**src/rtl/input_injector_if.sv**
```systemverilog
// Host command channel into the input injector: one valid/ready transfer per command.
// Latency: n/a (signal bundle only).
// Backpressure: host holds cmd_valid/cmd_ch/cmd_op stable until it sees cmd_ready on the same cycle.
//
// Signals:
//   cmd_valid  host -> injector  command present
//   cmd_ready  injector -> host  command can be taken this cycle
//   cmd_ch     host -> injector  target channel index
//   cmd_op     host -> injector  00 lever off, 01 lever on, 10 lever toggle, 11 button press
interface input_injector_if #(
    parameter int CH_W = 4
) ();
    logic            cmd_valid;
    logic            cmd_ready;
    logic [CH_W-1:0] cmd_ch;
    logic [1:0]      cmd_op;

    modport master (output cmd_valid, output cmd_ch, output cmd_op, input  cmd_ready);
    modport slave  (input  cmd_valid, input  cmd_ch, input  cmd_op, output cmd_ready);
endinterface

```
**src/rtl/input_injector.sv**
```systemverilog
// Per-channel lever/button stimulus for the component network, committed in lock-step with i_tick.
// Latency: command staged on accept, visible on o_out the cycle after the next tick edge.
// Backpressure: cmd_ready drops on tick cycles (and in reset); host holds the command until taken.
//
// Ports:
//   i_clk, i_rst_n  clock, asynchronous active-low reset
//   i_tick          one-cycle tick strobe; staged state commits on this cycle
//   cmd_if          host command channel (slave side)
//   o_out           registered drive to component inputs: lever | button active
//   o_btn_busy      per-channel button countdown nonzero
//   o_err           one-cycle pulse after an accepted command with channel >= CHANNELS
module input_injector #(
    parameter int CHANNELS     = 16,
    parameter int BUTTON_TICKS = 10,
    parameter int CH_W         = (CHANNELS > 1) ? $clog2(CHANNELS) : 1
) (
    input  logic                i_clk,
    input  logic                i_rst_n,
    input  logic                i_tick,
    input_injector_if.slave     cmd_if,
    output logic [CHANNELS-1:0] o_out,
    output logic [CHANNELS-1:0] o_btn_busy,
    output logic                o_err
);
    // Sized to hold BUTTON_TICKS exactly so the countdown can neither wrap nor underflow.
    localparam int             CNT_W    = $clog2(BUTTON_TICKS + 1);
    localparam logic [CNT_W-1:0] CNT_LOAD = CNT_W'(BUTTON_TICKS);

    logic [CHANNELS-1:0] lev_q,   lev_d;     // committed lever state
    logic [CHANNELS-1:0] lev_s_q, lev_s_d;   // staged lever state, edited by host commands
    logic [CHANNELS-1:0] pend_q,  pend_d;    // button press waiting for the next tick
    logic [CHANNELS-1:0] out_q,   out_d;
    logic                err_q,   err_d;
    logic [CNT_W-1:0]    cnt_q [CHANNELS];
    logic [CNT_W-1:0]    cnt_d [CHANNELS];

    logic cmd_acc;
    logic ch_ok;

    // Ready is a pure function of the tick strobe so the host never races a commit.
    assign cmd_if.cmd_ready = i_rst_n & ~i_tick;
    assign cmd_acc          = cmd_if.cmd_valid & cmd_if.cmd_ready;
    assign ch_ok            = int'(cmd_if.cmd_ch) < CHANNELS;

    always_comb begin
        lev_d   = lev_q;
        lev_s_d = lev_s_q;
        pend_d  = pend_q;
        cnt_d   = cnt_q;
        out_d   = out_q;
        err_d   = 1'b0;

        if (i_tick) begin
            for (int n = 0; n < CHANNELS; n++) begin
                lev_d[n] = lev_s_q[n];
                // A press during an active countdown is dropped, never restarts it.
                if (pend_q[n] && (cnt_q[n] == '0)) begin
                    cnt_d[n] = CNT_LOAD;
                end else if (cnt_q[n] != '0) begin
                    cnt_d[n] = cnt_q[n] - CNT_W'(1);
                end
                pend_d[n] = 1'b0;
                out_d[n]  = lev_s_q[n] | (cnt_d[n] != '0);
            end
        end else if (cmd_acc) begin
            if (!ch_ok) begin
                err_d = 1'b1;
            end else begin
                for (int n = 0; n < CHANNELS; n++) begin
                    if (cmd_if.cmd_ch == CH_W'(n)) begin
                        // Toggle works on the staged copy so ops between ticks compose in order.
                        case (cmd_if.cmd_op)
                            2'b00:   lev_s_d[n] = 1'b0;
                            2'b01:   lev_s_d[n] = 1'b1;
                            2'b10:   lev_s_d[n] = ~lev_s_q[n];
                            default: pend_d[n]  = 1'b1;
                        endcase
                    end
                end
            end
        end
    end

    always_ff @(posedge i_clk or negedge i_rst_n) begin
        if (!i_rst_n) begin
            lev_q   <= '0;
            lev_s_q <= '0;
            pend_q  <= '0;
            out_q   <= '0;
            err_q   <= 1'b0;
            for (int n = 0; n < CHANNELS; n++) begin
                cnt_q[n] <= '0;
            end
        end else begin
            lev_q   <= lev_d;
            lev_s_q <= lev_s_d;
            pend_q  <= pend_d;
            out_q   <= out_d;
            err_q   <= err_d;
            for (int n = 0; n < CHANNELS; n++) begin
                cnt_q[n] <= cnt_d[n];
            end
        end
    end

    // Derived from the registered counts, so it also only moves on tick edges.
    always_comb begin
        o_btn_busy = '0;
        for (int n = 0; n < CHANNELS; n++) begin
            o_btn_busy[n] = (cnt_q[n] != '0);
        end
    end

    assign o_out = out_q;
    assign o_err = err_q;
endmodule

```
**src/flat_wrapper.sv**
```systemverilog
// flat-port wrapper written by rule: the top's interface ports become plain ports
module input_injector_flat 
#(
    parameter int CHANNELS     = 16,
    parameter int BUTTON_TICKS = 10,
    parameter int CH_W         = (CHANNELS > 1) ? $clog2(CHANNELS) : 1
)
  (i_clk, i_rst_n, i_tick, o_out, o_btn_busy, o_err, cmd_if_cmd_valid, cmd_if_cmd_ch, cmd_if_cmd_op, cmd_if_cmd_ready);
  input_injector_if #(.CH_W(CH_W)) cmd_if_i ();
  input  logic i_clk;
  input  logic i_rst_n;
  input  logic i_tick;
  output logic [CHANNELS-1:0] o_out;
  output logic [CHANNELS-1:0] o_btn_busy;
  output logic o_err;
  input wire logic [$bits(cmd_if_i.cmd_valid)-1:0] cmd_if_cmd_valid;
  input wire logic [$bits(cmd_if_i.cmd_ch)-1:0] cmd_if_cmd_ch;
  input wire logic [$bits(cmd_if_i.cmd_op)-1:0] cmd_if_cmd_op;
  output wire logic [$bits(cmd_if_i.cmd_ready)-1:0] cmd_if_cmd_ready;
  assign cmd_if_i.cmd_valid = cmd_if_cmd_valid;
  assign cmd_if_i.cmd_ch = cmd_if_cmd_ch;
  assign cmd_if_i.cmd_op = cmd_if_cmd_op;
  assign cmd_if_cmd_ready = cmd_if_i.cmd_ready;
  input_injector #(.CHANNELS(CHANNELS), .BUTTON_TICKS(BUTTON_TICKS), .CH_W(CH_W)) u_core (.i_clk(i_clk), .i_rst_n(i_rst_n), .i_tick(i_tick), .cmd_if(cmd_if_i), .o_out(o_out), .o_btn_busy(o_btn_busy), .o_err(o_err));
endmodule
```
**config.mk**
```make
export PLATFORM = sky130hd
export DESIGN_NAME = input_injector_flat
export DESIGN_NICKNAME = d
export VERILOG_FILES = /design/src/rtl/input_injector_if.sv /design/src/rtl/input_injector.sv /design/src/flat_wrapper.sv
export SDC_FILE = /design/constraint.sdc
export NUM_CORES = 1
export LEC_CHECK = 0
export CAP_MARGIN = 20
export CORE_UTILIZATION = 52
export CTS_BUF_LIST = sky130_fd_sc_hd__clkbuf_4 sky130_fd_sc_hd__clkbuf_8
export DETAILED_ROUTE_END_ITERATION = 12
export DONT_BUFFER_PORTS = 1
export PLACE_DENSITY_LB_ADDON = 0.12
export SLEW_MARGIN = 20
export SYNTH_ARGS = -nofsm -noshare
export SYNTH_HDL_FRONTEND = slang
export SYNTH_SLANG_ARGS = --single-unit
```
**constraint.sdc**
```tcl
create_clock -name i_clk -period 3.7 [get_ports i_clk]
set_input_delay 0.37 -clock i_clk [delete_from_list [all_inputs] [get_ports i_clk]]
set_output_delay 0.37 -clock i_clk [all_outputs]
set_load 0.01 [all_outputs]
```
==> results of run 1 <==
==> logic make-up after synthesis <==
kind of cell             synth area share, %
AO/OA/AOI/OAI                           19.3
adder cells (fa/ha/maj)                 3.77
buffers and inverters                   6.15
flip-flops                              44.4
multiplexers                            9.38
other                                 0.0594
AND/OR/NAND/NOR                         17.0
==> power by group through the flow <==
stage	sequential [W]	clock [W]	combinational, W
after floorplan	0.00207	0	0.00190
after global placement	0.00216	0	0.00212
after detailed placement	0.00218	0	0.00223
after CTS	0.00216	0.000843	0.00227
after global routing	0.00224	0.000886	0.00259
final	0.00216	0.000820	0.00227
==> state kept, by name, indices dropped and copies added, names as in the netlist <==
register and flops:
u_core.cnt_q 64, u_core.lev_s_q 16, u_core.o_out 16, u_core.pend_q 16
==> worst min path at each step <==
stage | from | cells after the start | slack (ps) | to
after CTS | i_tick | 1 | 30 | u_core.pend_q[10]
after global routing | i_tick | 1 | 40 | u_core.pend_q[10]
after detailed placement | i_rst_n | 0 | 80 | u_core.cnt_q[46]
final | i_tick | 1 | 100 | u_core.pend_q[14]
after global placement | i_rst_n | 0 | 80 | u_core.cnt_q[31]
after floorplan | i_rst_n | 0 | 70 | u_core.cnt_q[0]
==> metrics by stage <==
stage | cells | total power, W | utilization, % | instance area [sq um]
after floorplan | 654 | 0.00396 | - | 6310
after global placement | 772 | 0.00429 | 55.0 | 6390
after detailed placement | 772 | 0.00441 | 55.0 | 6390
after CTS | 789 | 0.00528 | 57.3 | 6650
after global routing | 789 | 0.00572 | 57.3 | 6660
final | 789 | 0.00525 | 57.3 | 6660
==> worst max-delay path: stages (launching register included) <==
cell                      delay [ps]
sky130_fd_sc_hd__dfrtp_1         410
sky130_fd_sc_hd__inv_1           120
sky130_fd_sc_hd__ha_1            240
sky130_fd_sc_hd__nor3b_2         280
sky130_fd_sc_hd__mux2i_1         130
sky130_fd_sc_hd__or4_1           510
sky130_fd_sc_hd__o32a_1          340
==> layer usage <==
| metal | up-vias | wire length, um |
|---|---|---|
| met4 | 0 | 138 |
| met3 | 11 | 670 |
| met2 | 81 | 6350 |
| met5 | - | 0 |
| li1 | 2314 | - |
| met1 | 2326 | 6020 |
==> Yosys cell counts (all sizes together) (7+ instances only) <==
| cell | n | area share [%] |
|---|---|---|
| o31ai | 20 | 2.4 |
| a31oi | 22 | 2.2 |
| ha | 19 | 3.8 |
| mux2i | 13 | 2.1 |
| nor2 | 39 | 2.3 |
| nand2 | 41 | 2.4 |
| a41oi | 9 | 1.2 |
| o21ai | 48 | 3.8 |
| o32a | 16 | 2.5 |
| nor3b | 13 | 3.1 |
| o21bai | 13 | 1.5 |
| nor2b | 16 | 1.6 |
| inv | 77 | 4.6 |
| mux2 | 41 | 7.3 |
| clkbuf | 20 | 1.2 |
| a21oi | 37 | 2.9 |
| or4 | 9 | 1.1 |
| nand2b | 11 | 1.1 |
| o211ai | 7 | 0.83 |
| or3 | 19 | 1.9 |
| and3 | 7 | 0.69 |
| a22o | 7 | 0.97 |
| dfrtp | 112 | 44 |
==> cell type report <==
type                            count  area (sq um)  share of cell area, %
Clock inverter                      3          65.1                  0.977
Sequential cell                   112          2800                   42.1
Tap cell                          143           179                   2.69
Inverter                           77           289                   4.34
Timing Repair Buffer                2          37.5                  0.564
Clock buffer                       12           159                   2.39
Multi-Input combinational cell    440          3130                   47.0
==> results.txt, run 1 <==
----------------------------------------------------
[STA]
  Setup tns final ... 0 ps
  Final clock period utilization by the worst path ... 57.7%
  Achievable Freq ... 468 MHz
  Hold violation count in the final report ... 0
  Max-slew headroom at the worst pin ... 47.9%
  Unrepaired setup endpoints after global routing ... false
  Final-layout worst hold slack ... 99.6 ps
  Min cycle time layout ... 2140 ps
  Slew Viols, Final ... 0
  Least setup slack across all paths after layout ... about 1600 ps
  Worst-case clock skew ... 8.05 ps
  Actual slew at the worst max-slew pin ... 775 ps
  Setup Viol. Count Final ... 0

[Pwr]
  Sequential power share ... about 40%
  Switching share of power ... 38.8%
  Switching Power ... slightly above 0.002 W
  Relative contribution of combinational cells to total power ... 43.2%
  Worst vdd ir ... approximately 450 uV
  Int Power ... about 0.0032 W
  Static leakage ... 2.75 nW
  Cell area power density ... 788 nW/um^2
  Portion of total power attributed to the clock network ... 15.6%

[Floorplan]
  Num ports ... between 40 and 50
  Row count ... 39
  Area of the core region ... 11600 sq um
  Die boundary height ... 112 um
  Die width ... 112 um
  Die ar. ... 12600 sq um
  Initial Utilization ... a little over half

[Global route]
  Global routing usage on met2 ... 36.6%
  Remaining global-route overflow ... 0
  Number of antenna violations at the first check in global routing ... 0
  Met1 Resource Use GR ... 30.2%
  Maximum number of pins on one net before global-route repair ... around 130
  Met3 demand-to-capacity share in global routing ... 4.43%
  Layer with the highest usage ... met2
  First-pass GRT wire length ... between 20 and 25 mm
  Vias in the first global route ... 4674
  Global Route Usage Sum ... 22.6%

[Clock network]
  CTS tree ... built
  Source-to-sink clock delay at the later pin of the worst-skew pair ... 370 ps
  Gates resized, CTS repair ... 0
  TritonCTS Buffers ... 9
  Setup fix buffers added after clock tree synthesis ... 0
  Clock root buffer master ... sky130_fd_sc_hd__clkbuf_8
  Clock input transition at the sequential cells of the worst setup and hold paths ... 100 ps
  Maximum root-to-sink buffer count ... 2
  H-tree levels ... 3
  Sink count of the clock tree ... 112
  Hold buffers post-CTS ... 2

[Routing]
  Total Routed Length ... 13.2 mm
  Remaining antenna violation count ... 0
  Vias/cell ... about 6.0
  DRC errors left ... 4
  Count of TritonRoute iterations in the first routing pass ... 9
  Average routed wire per standard cell ... 16.7 um
  First DRT Iteration DRCs ... 322
  Count of vias placed by the detailed router ... between 4000 and 5000

[Synth]
  Area of the mapped netlist ... ~6300 sq um
  Count of unique library cells instantiated by Yosys ... 43
  Primary flip-flop cell chosen by synthesis mapping ... sky130_fd_sc_hd__dfrtp_1
  Post-Synthesis Net Count ... 683
  Number of enable flip-flop cells after synthesis ... 0
  Post-Syn Area per Cell ... 9.65 sq um
  Cells after synthesis ... between 600 and 700
  Number of warnings reported in the yosys synthesis log ... 0
  Fraction of registers with async set/reset ... 100%
  Count of state elements after synthesis ... ~110
  Register area share after synthesis ... 44.4%

[Final layout]
  Layout cell share with drive strength beyond 1 ... 12.1%
  Total number of nets in the final design ... roughly 670
  Most common cell after layout, fill and taps aside ... sky130_fd_sc_hd__dfrtp_1
  N_diodes ... 0
  Fillcell total ... roughly 980
  Most frequent cells in the layout ... sky130_fd_sc_hd__dfrtp_1 (112), sky130_fd_sc_hd__inv_1 (76), sky130_fd_sc_hd__o21ai_0 (48)
  Layout overhead on the synthesized area ... 5.51%

[Place]
  IO buf count ... 0
  Estimated wirelength of the detail-placed design ... approximately 9 mm
  Placer's final routability congestion estimate ... roughly 0.85
  Dpl ws ... 1600 ps

[Critical path]
  Number of cell instances on the worst register-to-register path ... 6
  Flop2flop setup slack ... 1560 ps
  Crit. Startpoint ... u_core.cnt_q[37]
  Critical path fanouts, max ... 5
  CP Data Arrival Time ... 2400 ps
  Critical path endpoint category ... flop
  Critical register-to-register path startpoint ... u_core.cnt_q[37]
  Termination of the worst setup path ... u_core.o_out[6]
  Crit start category ... flop
  Reg2reg end ... u_core.o_out[6]
  Type of the worst setup path ... reg -> reg
  Endpoint required time on the critical path ... a little under 4000 ps

[Status]
  Failing checks ... DRC
  Result of the run ... finished with violations

[Job]
  Number of maximum-capacitance violations ... 0

[Hold path]
  Class of the worst hold path ... in -> reg

----------------------------------------------------
No activity file was read; power rests on OpenSTA's default activity.
==> run 2, diff against run 1 <==
--- a/config.mk
+++ b/config.mk
@@ -5,6 +5,7 @@
 export SDC_FILE = /design/constraint.sdc
 export NUM_CORES = 1
 export LEC_CHECK = 0
+export ABC_AREA = 1
 export CAP_MARGIN = 20
 export CORE_UTILIZATION = 52
 export CTS_BUF_LIST = sky130_fd_sc_hd__clkbuf_4 sky130_fd_sc_hd__clkbuf_8
==> constraint.sdc (replaced) <==
create_clock -name i_clk -period 2.05 [get_ports i_clk]
set_input_delay 0.205 -clock i_clk [delete_from_list [all_inputs] [get_ports i_clk]]
set_output_delay 0.205 -clock i_clk [all_outputs]
set_load 0.01 [all_outputs]
==> run 2 against run 1 <==
  * The flow finishes with violations (hold timing)
  * Clock skew up 3.1 ps
  * Global-route usage up 0.45 points
  * First-iteration DRC count up 48%
  * Largest power group unchanged
==> results.txt, run 2 <==
----------------------------------------------------
[Status]
  Result of the run ... finished with violations
  Failing checks ... hold timing

[Synth]
  Count of state elements after synthesis ... 112 (unchanged)
  Count of unique library cells instantiated by Yosys ... 26 (-40%)
  Largest family of logic cells by synthesized area ... simple AND/OR/NAND/NOR gates
  Biggest area contributors in the synthesized netlist ... sky130_fd_sc_hd__dfrtp_1 (42%), sky130_fd_sc_hd__nand2_1 (18%), sky130_fd_sc_hd__inv_1 (8.7%), sky130_fd_sc_hd__nor2_1 (6.3%), sky130_fd_sc_hd__nand3_1 (6.3%)
  Most frequently used cell type in the post-synthesis netlist ... sky130_fd_sc_hd__nand2_1
  Multiplexer share of the synthesized area ... 0% (-9.4 points)
  Most common library cells after synthesis ... sky130_fd_sc_hd__nand2_1 (310), sky130_fd_sc_hd__inv_1 (154), sky130_fd_sc_hd__dfrtp_1 (112), sky130_fd_sc_hd__nor2_1 (111), sky130_fd_sc_hd__nand3_1 (83)
  Post-synthesis compound-gate area fraction ... 9.69% (-9.6 points)
  Primary flip-flop cell chosen by synthesis mapping ... sky130_fd_sc_hd__dfrtp_1
  Post-Syn Area per Cell ... 6.82 sq um (-29%)
  XOR/XNOR share of the synthesized area ... 0% (unchanged)
  Biggest area consumer among synthesized cells ... sky130_fd_sc_hd__dfrtp_1
  Area share of fa/ha/maj cells after synthesis ... 3.60% (-0.17 points)
  Number of enable flip-flop cells after synthesis ... 0 (unchanged)
  Simple-Gate Fraction of Synth Area ... 33.6% (+17 points)
  Area of the mapped netlist ... 6610 sq um (+4.8%)
  Register area share after synthesis ... 42.4% (-2.0 points)
  Cells after synthesis ... 970 (+48%)
  Post-Synthesis Net Count ... 999 (+46%)
  Share of the synthesized area in the top cell type ... 42.4% (-2.0 points)
  Number of warnings reported in the yosys synthesis log ... 0 (unchanged)
  Fraction of registers with async set/reset ... 100% (unchanged)

[Final layout]
  N_diodes ... 0 (unchanged)
  Most common cell after layout, fill and taps aside ... sky130_fd_sc_hd__nand2_1
  Fillcell total ... 1218 (+24%)
  Largest register FFs ... 64 (unchanged)
  Layout overhead on the synthesized area ... 5.36%
  Layout cell share with drive strength beyond 1 ... 4.03% (-8.0 points)
  Most frequent cells in the layout ... sky130_fd_sc_hd__nand2_1 (310), sky130_fd_sc_hd__inv_1 (153), sky130_fd_sc_hd__dfrtp_1 (112)
  Total number of nets in the final design ... 991 (+48%)
  Final cell utilization of the core ... 57.0% (-0.30 points)
  Register with the most flip-flops ... u_core.cnt_q

[Critical path]
  Critical path fanouts, max ... 6 (+1)
  CP Data Arrival Time ... 1390 ps (-1010 ps)
  Critical path endpoint category ... primary output
  Crit start category ... flop
  Endpoint required time on the critical path ... 1850 ps (-2110 ps)
  Crit. Startpoint ... u_core.cnt_q[24]
  Type of the worst setup path ... reg -> out
  Reg2reg end ... u_core.o_out[3]
  Sequence of cells on the critical path ... inv_1 > ha_1 > nand2_1
  Delay of the slowest cell on the worst path ... 390 ps (-120 ps)
  Number of cell instances on the worst register-to-register path ... 7 (+1)
  Slowest stage cell on the critical path ... sky130_fd_sc_hd__dfrtp_1
  Flop2flop setup slack ... 510 ps (-1050 ps)
  Critical register-to-register path startpoint ... u_core.cnt_q[48]

[STA]
  Setup tns final ... 0 ps (unchanged)
  Worst-case clock skew ... 11.1 ps (+3.09 ps)
  Slew Viols, Final ... 0 (unchanged)
  Hold violation count in the final report ... 112 (+112)
  Setup Viol. Count Final ... 0 (unchanged)
  Least setup slack across all paths after layout ... 458 ps (-1110 ps)
  Unrepaired setup endpoints after global routing ... false
  Final-layout worst hold slack ... -500 ps (-600 ps)
  Final clock period utilization by the worst path ... 77.7%
  Min cycle time layout ... 1590 ps
  Achievable Freq ... 628 MHz

[Global route]
  Maximum number of pins on one net before global-route repair ... 114 (-13%)
  Global Route Usage Sum ... 23.0% (+0.45 points)
  Remaining global-route overflow ... 0 (unchanged)
  First-pass GRT wire length ... 23.8 mm (+4.7%)
  Number of antenna violations at the first check in global routing ... 1 (+1)
  Vias in the first global route ... 5079 (+8.7%)

[Clock network]
  Gates resized, CTS repair ... 0 (unchanged)
  Clock root buffer master ... sky130_fd_sc_hd__clkbuf_8
  TritonCTS Buffers ... 9 (unchanged)
  Setup fix buffers added after clock tree synthesis ... 0 (unchanged)
  Maximum root-to-sink buffer count ... 2 (unchanged)
  Clock input transition at the sequential cells of the worst setup and hold paths ... 100 ps (about the same)
  Hold buffers post-CTS ... 3 (+1)
  H-tree levels ... 3 (unchanged)
  CTS tree ... built
  Source-to-sink clock delay at the later pin of the worst-skew pair ... 390 ps (+20 ps)
  Sink count of the clock tree ... 112 (unchanged)

[Routing]
  Remaining antenna violation count ... 0 (unchanged)
  Count of vias placed by the detailed router ... 5623 (+19%)
  DRC errors left ... 0 (-4)
  Total Routed Length ... 13.9 mm (+5.2%)
  Average routed wire per standard cell ... 12.2 um (-27%)
  First DRT Iteration DRCs ... 475 (+48%)
  Vias/cell ... 4.95 (-17%)
  Count of TritonRoute iterations in the first routing pass ... 5 (-4)

[Pwr]
  Worst vdd ir ... 594 uV (+32%)
  Static leakage ... 3.63 nW (+32%)
  Cell area power density ... 1290 nW/um^2 (+64%)

[Place]
  Placer's final routability congestion estimate ... 0.826 (-2.9%)
  Dpl ws ... 521 ps (-1080 ps)
  Estimated wirelength of the detail-placed design ... 9.12 mm (+2.2%)
  IO buf count ... 0 (unchanged)

[Floorplan]
  Die width ... 115 um (+2.3%)
  Row count ... 40 (+2.6%)
  Initial Utilization ... 54.1% (-0.20 points)
  Area of the core region ... 12200 sq um (+5.1%)
  Die boundary height ... 115 um (+2.3%)
  Num ports ... 44 (unchanged)
  Die ar. ... 13200 sq um (+4.7%)

[Hold path]
  Class of the worst hold path ... in -> async

[Job]
  Number of maximum-capacitance violations ... 0 (unchanged)

----------------------------------------------------
==> run 2: changes by cell type after synthesis, sizes merged, moves of 18 or more <==
cell / previous run / this run
nand2: 41 / 311
nand3: 1 / 84
inv: 77 / 155
nor2: 39 / 114
mux2: 41 / 0
o21ai: 48 / 74
o31ai: 20 / 0
or3: 19 / 0
a31oi: 22 / 4
==> run 2: kinds of logic after synthesis <==
| kind of cell | count (synthesis) |
|---|---|
| AOI/OAI and AO/OA | 126 |
| adders and majority gates | 19 |
| buffers and inverters | 178 |
| DFF | 112 |
| other | 1 |
| and+or+nand+nor | 534 |
==> run 2: how the worst max path moves through the flow <==
stage                             endpoint  cells after the start
after CTS                    o_btn_busy[3]                      3
after floorplan            u_core.o_out[9]                      9
final                        o_btn_busy[9]                      3
after global routing       u_core.o_out[3]                      7
after detailed placement  u_core.o_out[14]                      9
after global placement     u_core.o_out[9]                      9
==> run 2: metrics by stage <==
stage          std cells  area, sq um  total power [W]
2_1_floorplan        970         6610          0.00688
3_3_place_gp        1116         6720          0.00758
3_5_place_dp        1116         6720          0.00764
4_1_cts             1135         6970          0.00908
5_1_grt             1135         6970           0.0101
6_report            1135         6970          0.00902
==> run 2: critical path: cells and delay by family, from the launching register on <==
family        cells  cell delay [ps]
fa+ha+maj         1              270
simple gates      1              200
flops             1              390
buf+inv           1              130
==> run 2: cell type report <==
type	instances	area, sq um	share of cell area, %
inverters	155	582	8.35
flip-flops and latches	112	2800	40.2
clock buffers	10	131	1.89
clock inverters	6	68.8	0.988
multi-input cells	680	3100	44.5
repair buffers	4	67.6	0.970
well taps	168	210	3.02
==> run 2: metal layers <==
metal / routed length, um / GRT usage (%)
met3: 684 / 6.38
met5: 0 / 0
met1: 6890 / 31.4
met4: 206 / 6.15
met2: 6090 / 36.2
==> run 2: power breakdown <==
group,switching (W),internal (W),total [W]
clock network,0.000784,0.000588,0.00137
logic,0.00274,0.00145,0.00419
registers,0.000543,0.00291,0.00345
total,0.00407,0.00495,0.00902
==> run 3, diff against run 2 <==
==> constraint.sdc (replaced) <==
create_clock -name i_clk -period 1.56 [get_ports i_clk]
set_input_delay 0.156 -clock i_clk [delete_from_list [all_inputs] [get_ports i_clk]]
set_output_delay 0.156 -clock i_clk [all_outputs]
set_load 0.01 [all_outputs]
==> run 3 against run 2 <==
  * Via count grew 3.9%
  * Register-to-register slack lost 380 ps
  * Critical path type unchanged
  * First-iteration DRC count shrank 13%
  * Non-clock buffer count grew 40
  * Power grew 48%
  * Worst hold slack lost 57 ps
  * The flow still finishes with violations (hold timing)
  * Highest routed layer unchanged
==> results.txt, run 3 (synthesis gave the netlist of run 2 again) <==
----------------------------------------------------
[STA]
  Achievable Freq ... 668 MHz
  Final-layout worst hold slack ... -557 ps (-57.5 ps)
  Worst-case clock skew ... 8.39 ps (-2.75 ps)
  Setup Viol. Count Final ... 0 (unchanged)
  Slew Viols, Final ... 0 (unchanged)
  Final clock period utilization by the worst path ... 96.0%
  Hold violation count in the final report ... 113 (+0.89%)
  Min cycle time layout ... 1500 ps
  Least setup slack across all paths after layout ... 63.1 ps (-394 ps)
  Setup tns final ... 0 ps (unchanged)

[Critical path]
  CP Data Arrival Time ... 1340 ps (-50 ps)
  Crit start category ... flop
  Type of the worst setup path ... reg -> out
  Flop2flop setup slack ... 130 ps (-380 ps)
  Critical path endpoint category ... primary output
  Critical path fanouts, max ... 4 (-2)
  Endpoint required time on the critical path ... 1400 ps (-450 ps)

[Pwr]
  Static leakage ... 3.81 nW (+4.8%)
  Cell area power density ... 1770 nW/um^2 (+37%)
  Worst vdd ir ... 1150 uV (+94%)

[Place]
  Dpl ws ... 97.4 ps (-424 ps)
  Estimated wirelength of the detail-placed design ... 9.37 mm (+2.7%)
  Placer's final routability congestion estimate ... 0.828 (+0.25%)
  IO buf count ... 0 (unchanged)

[Routing]
  Vias/cell ... 4.97 (+0.39%)
  Total Routed Length ... 14.6 mm (+5.3%)
  DRC errors left ... 0 (unchanged)
  Remaining antenna violation count ... 0 (unchanged)
  Count of vias placed by the detailed router ... 5844 (+3.9%)
  Average routed wire per standard cell ... 12.4 um (+1.8%)
  Count of TritonRoute iterations in the first routing pass ... 5 (unchanged)
  First DRT Iteration DRCs ... 412 (-13%)

[Floorplan]
  Row count ... 40 (unchanged)
  Num ports ... 44 (unchanged)
  Initial Utilization ... 54.1% (unchanged)
  Die boundary height ... 115 um (unchanged)
  Die ar. ... 13200 sq um (unchanged)
  Area of the core region ... 12200 sq um (unchanged)
  Die width ... 115 um (unchanged)

[Clock network]
  Source-to-sink clock delay at the later pin of the worst-skew pair ... 400 ps (about the same)
  CTS tree ... built
  Clock root buffer master ... sky130_fd_sc_hd__clkbuf_8
  TritonCTS Buffers ... 9 (unchanged)
  Hold buffers post-CTS ... 8 (+5)
  Maximum root-to-sink buffer count ... 2 (unchanged)
  H-tree levels ... 3 (unchanged)
  Clock input transition at the sequential cells of the worst setup and hold paths ... 100 ps (about the same)
  Sink count of the clock tree ... 112 (unchanged)

[Final layout]
  Total number of nets in the final design ... 1031 (+4.0%)
  Layout cell share with drive strength beyond 1 ... 14.1% (+10 points)
  Most common cell after layout, fill and taps aside ... sky130_fd_sc_hd__nand2_1
  Most frequent cells in the layout ... sky130_fd_sc_hd__nand2_1 (298), sky130_fd_sc_hd__inv_1 (127), sky130_fd_sc_hd__dfrtp_1 (112)
  Layout overhead on the synthesized area ... 14.0%
  Largest register FFs ... 64 (unchanged)
  Fillcell total ... 1168 (-4.1%)
  N_diodes ... 0 (unchanged)
  Register with the most flip-flops ... u_core.cnt_q

[Hold path]
  Class of the worst hold path ... in -> async

[Global route]
  Remaining global-route overflow ... 0 (unchanged)
  Global Route Usage Sum ... 23.6% (+0.58 points)
  Number of antenna violations at the first check in global routing ... 0 (-1)
  Maximum number of pins on one net before global-route repair ... 114 (unchanged)
  First-pass GRT wire length ... 24.6 mm (+3.2%)
  Vias in the first global route ... 5338 (+5.1%)

[Status]
  Failing checks ... hold timing
  Result of the run ... finished with violations

[Job]
  Number of maximum-capacitance violations ... 0 (unchanged)

----------------------------------------------------
## run 3: through the flow
step           power, W  hold slack [ps]  utilization (%)  instances  area [sq um]
2_1_floorplan   0.00904             -140                -        970          6610
3_3_place_gp     0.0103             -136             56.2       1137          6860
3_5_place_dp     0.0104             -136             56.2       1137          6860
4_1_cts          0.0129             -584             60.5       1166          7390
5_1_grt          0.0147             -593             61.7       1175          7540
6_report         0.0134             -557             61.7       1175          7540
## run 3: worst max-delay path, cell delays in order, from the launching register on
cell                      delay, ps
sky130_fd_sc_hd__dfrtp_1        400
sky130_fd_sc_hd__inv_1          120
sky130_fd_sc_hd__ha_4           170
sky130_fd_sc_hd__nand3_2        100
sky130_fd_sc_hd__buf_4          160
## run 3: per-layer routing
metal | track usage [%] | wire [um]
met1 | 31.9 | 7210
met2 | 38.8 | 6780
met3 | 4.85 | 472
met4 | 6.23 | 155
met5 | 0 | 0
## run 3: power breakdown
| part | switching (W) | internal [W] |
|---|---|---|
| sequential | 0.000817 | 0.00383 |
| combinational | 0.00409 | 0.00283 |
| clock | 0.00105 | 0.000759 |
## run 3: path summary, 6_finish.rpt
check / start / end / cells past startpoint
max: u_core.cnt_q[40] / o_btn_busy[5] / 4
max in group asynchronous: i_rst_n / u_core.cnt_q[34] / 0
min: i_rst_n / u_core.cnt_q[19] / 0
min reg2reg: u_core.cnt_q[56] / u_core.cnt_q[56] / 2
min in group i_clk: cmd_if_cmd_ch[0] / u_core.pend_q[12] / 3
max reg2reg: u_core.cnt_q[16] / u_core.o_out[11] / 12
## run 3: area by class of cell
class | instances | area [sq um] | share of cell area (%)
clock buffers | 9 | 124 | 1.64
inverters | 155 | 582 | 7.72
repair buffers | 44 | 372 | 4.93
flip-flops and latches | 112 | 2800 | 37.2
clock inverters | 7 | 80.1 | 1.06
multi-input cells | 680 | 3370 | 44.7
well taps | 168 | 210 | 2.79
## run 3: what timing repair did
action                                 CTS  global route
resized for setup                       51            36
setup endpoints to repair               16            21
endpoints found under the hold margin  172           112
buffers inserted                         5            10
pin swaps                                7             3
